==> config.mk <==
export PLATFORM = sky130hd
export DESIGN_NAME = multdiv_sequencer
export DESIGN_NICKNAME = d
export VERILOG_FILES = /design/src/rtl/multdiv_sequencer.sv
export SDC_FILE = /design/constraint.sdc
export NUM_CORES = 1
export LEC_CHECK = 0
export BUFFER_PORTS_ARGS = -buffer_cell sky130_fd_sc_hd__buf_4
export CORE_UTILIZATION = 40
export DETAILED_ROUTE_END_ITERATION = 8
export PLACE_DENSITY = 0.72
export SYNTH_ARGS = -nofsm -noshare
export SYNTH_HDL_FRONTEND = slang
export SYNTH_SLANG_ARGS = --single-unit
export TNS_END_PERCENT = 20
==> constraint.sdc <==
create_clock -name clock -period 5.5 [get_ports clock]
set_input_delay 1.1 -clock clock [delete_from_list [all_inputs] [get_ports clock]]
set_output_delay 1.1 -clock clock [all_outputs]
set_load 0.05 [all_outputs]
==> src/rtl/multdiv_sequencer.sv <==
// Sequencer between the execute stage and the iterative mult/div unit:
// latches a request, strobes the unit once, stalls the pipeline until a
// result or timeout, presents the result for one cycle, and drains any
// operation orphaned by a flush so its late ready is never credited.
module multdiv_sequencer #(
  parameter int unsigned WIDTH      = 32,
  parameter int unsigned MAX_CYCLES = 40,
  parameter int unsigned CNT_W      = 6
) (
  input  logic             clock,
  input  logic             reset,
  input  logic             req_mult,
  input  logic             req_div,
  input  logic [WIDTH-1:0] req_a,
  input  logic [WIDTH-1:0] req_b,
  input  logic [4:0]       req_rd,
  input  logic             flush,
  output logic             ctrl_MULT,
  output logic             ctrl_DIV,
  output logic [WIDTH-1:0] md_a,
  output logic [WIDTH-1:0] md_b,
  input  logic             md_ready,
  input  logic [WIDTH-1:0] md_result,
  input  logic             md_exception,
  output logic             stall,
  output logic [WIDTH-1:0] result,
  output logic             exception,
  output logic             result_valid,
  output logic [4:0]       busy_rd,
  output logic [CNT_W-1:0] cycles
);

  localparam logic [CNT_W-1:0] CNT_MAX  = CNT_W'(MAX_CYCLES);
  localparam logic [CNT_W-1:0] CNT_LAST = CNT_W'(MAX_CYCLES - 1);

  typedef enum logic [2:0] {
    S_IDLE  = 3'd0,
    S_ISSUE = 3'd1,
    S_WAIT  = 3'd2,
    S_DONE  = 3'd3,
    S_DRAIN = 3'd4
  } state_t;

  state_t           state, state_nxt;
  logic             op_div;
  logic [4:0]       rd_q;
  logic [CNT_W-1:0] cnt;
  logic [CNT_W-1:0] drain_cnt;
  logic             req;
  logic             accept;
  logic             take_ready;
  logic             take_timeout;

  assign req = req_mult | req_div;

  // State register
  always_ff @(posedge clock or posedge reset) begin
    if (reset) state <= S_IDLE;
    else       state <= state_nxt;
  end

  // Next-state decode and datapath capture enables
  always_comb begin
    state_nxt    = state;
    accept       = 1'b0;
    take_ready   = 1'b0;
    take_timeout = 1'b0;
    case (state)
      S_IDLE: begin
        if (req && !flush) begin
          accept    = 1'b1;
          state_nxt = S_ISSUE;
        end
      end
      S_ISSUE: state_nxt = flush ? S_DRAIN : S_WAIT;
      S_WAIT: begin
        if (flush) begin
          state_nxt = S_DRAIN;
        end else if (md_ready) begin
          take_ready = 1'b1;
          state_nxt  = S_DONE;
        end else if (cnt == CNT_LAST) begin
          take_timeout = 1'b1;
          state_nxt    = S_DONE;
        end
      end
      S_DONE:  state_nxt = S_IDLE;
      S_DRAIN: begin
        if (md_ready || drain_cnt == CNT_LAST) state_nxt = S_IDLE;
      end
      default: state_nxt = S_IDLE;
    endcase
  end

  // Operand/tag latch, wait counter and result registers
  always_ff @(posedge clock or posedge reset) begin
    if (reset) begin
      md_a      <= '0;
      md_b      <= '0;
      op_div    <= 1'b0;
      rd_q      <= 5'd0;
      cnt       <= '0;
      result    <= '0;
      exception <= 1'b0;
    end else begin
      if (accept) begin
        md_a   <= req_a;
        md_b   <= req_b;
        op_div <= req_div;
        rd_q   <= req_rd;
        cnt    <= '0;
      end
      if (state == S_WAIT && cnt != CNT_MAX) cnt <= cnt + CNT_W'(1);
      if (take_ready) begin
        result    <= md_result;
        exception <= md_exception;
      end else if (take_timeout) begin
        result    <= '0;
        exception <= 1'b1;
      end
    end
  end

  // Drain counter, restarted on every entry to DRAIN
  always_ff @(posedge clock or posedge reset) begin
    if (reset) begin
      drain_cnt <= '0;
    end else if (state_nxt == S_DRAIN && state != S_DRAIN) begin
      drain_cnt <= '0;
    end else if (state == S_DRAIN && drain_cnt != CNT_MAX) begin
      drain_cnt <= drain_cnt + CNT_W'(1);
    end
  end

  // Outputs decoded from the state register
  assign ctrl_MULT    = (state == S_ISSUE) & ~op_div;
  assign ctrl_DIV     = (state == S_ISSUE) & op_div;
  assign result_valid = (state == S_DONE);
  assign busy_rd      = (state == S_ISSUE || state == S_WAIT || state == S_DONE) ? rd_q : 5'd0;
  assign cycles       = cnt;
  assign stall        = req & (state != S_DONE) & ~((state == S_IDLE) & flush);

endmodule

; ---- Word-level counts from Yosys, hierarchy flattened
; Index checks and enable logic that the tools add are counted.
[word_totals]
register_bits = 118
input_bits = 108
out_inout_bits = 112
[classes]
add_sub_neg = 2
n_eq_ne = 11
mux = 25
bitwise = 8
n_reduce_logical = 12
[op_table]
columns = op, n
row1 = $mux W32, 2
row2 = $mux W6, 4
row3 = $mux W3, 6
row4 = $add A6 B1 Y6 const B, 2
row5 = $eq A6 B6 Y1 const B, 2
row6 = $ne A6 B6 Y1 const B, 2
row7 = $pmux W3 S4, 1
row8 = $mux W1, 11
row9 = $eq A3 B2 Y1 const B, 2
row10 = $eq A3 B3 Y1 const B, 2
row11 = $reduce_bool A2 Y1, 3
row12 = $and A1 B1 Y1, 5
row13 = $mux W5, 1
row14 = $logic_and A1 B1 Y1, 4
row15 = $eq A3 B1 Y1 const B, 1
row16 = $logic_not A3 Y1, 1
row17 = $logic_or A1 B1 Y1, 3
row18 = $ne A3 B2 Y1 const B, 1
row19 = $ne A3 B3 Y1 const B, 1
row20 = $not A1 Y1, 2
row21 = $logic_not A1 Y1, 1
row22 = $or A1 B1 Y1, 1

; ---- Depth between registers and ports, before layout
[logic_depth]
word_depth = 8
depth_mapped = 8
mapped_depth_nobuf = 6

; ---- Worst setup path before layout
; No wires, ideal clock.
[synth_path]
path_kind = in2out
startpoint = in flush
endpoint = out stall
arrival_time_ns = 1.842
t_required_ns = 4.400
setup_slack_ns = 2.558
stages = 3
cell_sequence = nand2_1 > a21oi_1 > nor2_1
[synth_between]
elab_chain_len = 3
[synth_rtl]
columns = item, line
row1 = start: declaration, 17  ; input logic flush,
row2 = $and A1 B1 Y1, 141  ; assign stall = req & (state != S_DONE) & ~((state == S_IDLE) & flush);
row3 = $not A1 Y1, 141
row4 = $and A1 B1 Y1, 141
row5 = end: declaration, 25  ; output logic stall,
; No other way between the ends.

; ---- Final worst setup path
[layout_path]
startpoint = reg state[0]
endpoint = out busy_rd[0]
[layout_between]
elab_chain_len = 4
elab_cells_between_ends = 6
[layout_rtl]
columns = item, line
row1 = start: declaration, 44  ; state_t state, state_nxt;
row2 = start signal: assignment, 59  ; else state <= state_nxt;
row3 = $eq A3 B1 Y1 / $eq A3 B2 Y1 (equally long branches), 139  ; assign busy_rd = (state == S_ISSUE || state == S_WAIT || state == S_DONE) ? rd_q : 5'd0;
row4 = $logic_or A1 B1 Y1, 139
row5 = $logic_or A1 B1 Y1 *, 139
row6 = $mux W5 *, 139
row7 = end: declaration, 29  ; output logic [4:0] busy_rd,
; Every way passes the cells marked *; elsewhere a longest branch is shown, timed or not.

==> results.py <==
metrics = {
    "drt": {
        "drt_iter0_drc": 188,
        "dr.max_layer_used": "met4",
        "route.met2.wl_mm": 5.67,
        "vias": 3462,
        "drt_first_pass_iters": 7,
        "drc": 19,
        "wl_met3_um": 783,
        "routed_wl_mm": 11.2,
        "wl_met1_mm": 4.60,
        "wire_per_inst_um": 15.8,
        "via_per_inst": 4.91,
        "antenna_left": 0,
    },
    "setup_path": {
        "critical_path_class": "reg -> out",
        "worstPathRequired_ns": 4.40,
        "crit_arrival_ns": 1.72,
        "crit_chain": "nor2_1, nor2_1, and2_1, buf_4",
        "cp-end-kind": "output port",
        "crit_path_frequent_cell": "nor2_1",
        "crit_slowest_cell": "dfrtp_1",
        "crit_fanout": 10,
        "startpoint_type": "flop",
        "max_stage_delay_ns": 0.53,
    },
    "cts": {
        "path_clk_slew_ns": 0.05,
        "clk_path_buf_depth": 2,
        "clk_latency_ns": 0.41,
        "cts_made_buffers": 17,
        "cts-root-buf": "clkbuf_16",
        "cts_sinks": 118,
        "post-cts-setup-buffers": 0,
        "holdBufCountCts": 0,
        "htree_levels": 4,
        "cts_tree": "done",
        "ctsResizeCount": 0,
    },
    "final_layout": {
        "area_delta_synth_final_pct": 46.8,
        "antenna_cells": 0,
        "stdcell_area_um2": 7050,
        "drive_gt1_frac": 0.584,
        "most-common-layout-cells": "buf_4 (222), dfrtp_1 (118), mux2_2 (47)",
        "fin_cells": 705,
        "final_nets": 662,
        "final_util": 0.609,
        "final_common_cell": "buf_4",
    },
    "placement": {
        "dp_hpwl_mm": 8.02,
        "portBuffers": 219,
        "placed_area_um2": 6520,
        "numPlacedInstances": 674,
        "place_congestion": 0.798,
        "dp_slack_ns": 2.45,
    },
    "logic_synthesis": {
        "yosysUniqueCellTypes": 38,
        "synth_top_area_frac": 0.615,
        "syn-num-nets": 440,
        "synth_seq_area_share": 0.615,
        "synth_area_um2": 4800,
        "synth_edf_count": 0,
        "yosys.area.top_type": "dfrtp_1",
        "synth_ff_type": "dfrtp_1",
        "syn_area_per_cell_um2": 14.6,
        "synthArstFlopShare": 1.00,
        "syn_inst": 328,
        "yosysWarnings": 0,
        "synth-seq-cells": 118,
        "synth_area_leaders": "dfrtp_1 (61%), mux2_2 (11%), mux2_4 (7.2%)",
    },
    "power": {
        "cellPowerDensity_nw_per_um2": 758,
        "total_power_mw": 5.34,
        "leakagePower_nw": 3.58,
        "ir_worst_vdd_v": 0.000439,
    },
    "global_routing": {
        "overflow": 0,
        "grt_use_total": 0.184,
        "grt_pass1_vias": 3577,
        "antenna_found_initial": 0,
        "grt_start_max_net_pins": 60,
        "grt_first_pass_wirelength_mm": 17.8,
    },
    "die": {
        "row_count": 39,
        "chipHeight_um": 112,
        "start_util": 0.415,
        "core-area_um2": 11600,
        "die_w_um": 112,
        "ioPinCount": 220,
        "die_area_um2": 12400,
    },
    "sta": {
        "worst_pin_slew_ns": 1.23,
        "hold_viol": 0,
        "finalSetupTns_ns": 0,
        "fin_skew_ns": 0.0155,
        "slew_violations": 0,
        "setup_viol": 0,
        "period_needed_ns": 2.82,
        "period_share": 0.512,
        "rsz0062_at_grt": "no",
        "fmax_mhz": 355,
        "holdWs_ns": 0.501,
        "slew_headroom": 0.177,
        "timing.final.ws_setup_ns": 2.68,
    },
    "status": {
        "violations": "DRC",
        "status": "finished, violations left",
    },
    "min_path": {
        "hp-class": "reg -> reg",
    },
    "flow_run": {
        "max_cap_violations": 0,
    },
}
==> worst max-delay path: cells and delay by family, from the launching register on <==
family	cells	cell delay (ns)
buffers and inverters	1	0.20
DFF	1	0.53
and+or+nand+nor	3	0.58
==> report_power, final <==
part           switching [mW]  internal [mW]  total (mW)
sequential              0.248           1.27        1.52
clock                   0.367          0.621       0.989
combinational            1.83           1.01        2.84
==> layer usage <==
| layer | vias to the layer above | global-route usage |
|---|---|---|
| li1 | 1616 | - |
| met1 | 1693 | 0.229 |
| met2 | 143 | 0.305 |
| met3 | 10 | 0.0528 |
| met4 | 0 | 0.0721 |
| met5 | - | 0 |
==> synth_stat cells, types with 2 or more instances <==
| cell type | n |
|---|---|
| dfrtp_1 | 118 |
| mux2_2 | 47 |
| a22o_1 | 32 |
| mux2_4 | 23 |
| nor2_1 | 12 |
| inv_1 | 10 |
| nand2_1 | 10 |
| buf_6 | 8 |
| buf_2 | 7 |
| and2_1 | 6 |
| nand4_1 | 5 |
| ha_1 | 4 |
| nand3_1 | 4 |
| a21oi_1 | 3 |
| and3_1 | 3 |
| clkbuf_1 | 3 |
| nor3b_1 | 3 |
| o21ai_0 | 3 |
| xnor2_1 | 3 |
| xor2_1 | 3 |
| a31o_2 | 2 |
| a41oi_1 | 2 |
| mux2i_1 | 2 |
==> cell type report <==
cell class	instances	area (µm²)
well taps	143	179
clock buffers	20	447
inverters	10	40.0
clock inverters	11	85.1
flip-flops and latches	118	2950
multi-input cells	181	1680
fillers	912	4520
repair buffers	222	1670
==> sequential cells by signal, summed over array words and instances, names as in the netlist, 3 cells and up <==
register / cells
md_a: 32
cycles: 6
state: 3
result: 32
rd_q: 5
drain_cnt: 6
md_b: 32
==> logic make-up after synthesis <==
kind of cell    share of synthesized area
xor+xnor                           0.0109
buf+inv                            0.0378
mux                                 0.186
simple gates                       0.0628
compound gates                     0.0769
flops                               0.615
fa+ha+maj                          0.0104
==> final timing paths <==
kind,to,slack [ns],startpoint,cells after the start
worst max-delay path,busy_rd[0],2.68,state[0]$_DFF_PP0_,4
worst min-delay path,result[14]$_DFFE_PP0P_,0.50,result[14]$_DFFE_PP0P_,1
worst max register to register,md_b[25]$_DFFE_PP0P_,3.19,state[2]$_DFF_PP0_,4
worst min register to register,result[14]$_DFFE_PP0P_,0.50,result[14]$_DFFE_PP0P_,1
max in group asynchronous,result[31]$_DFFE_PP0P_,4.08,reset,3
min in group asynchronous,md_b[29]$_DFFE_PP0P_,0.91,reset,3
No activity file was read; power rests on OpenSTA's default activity.
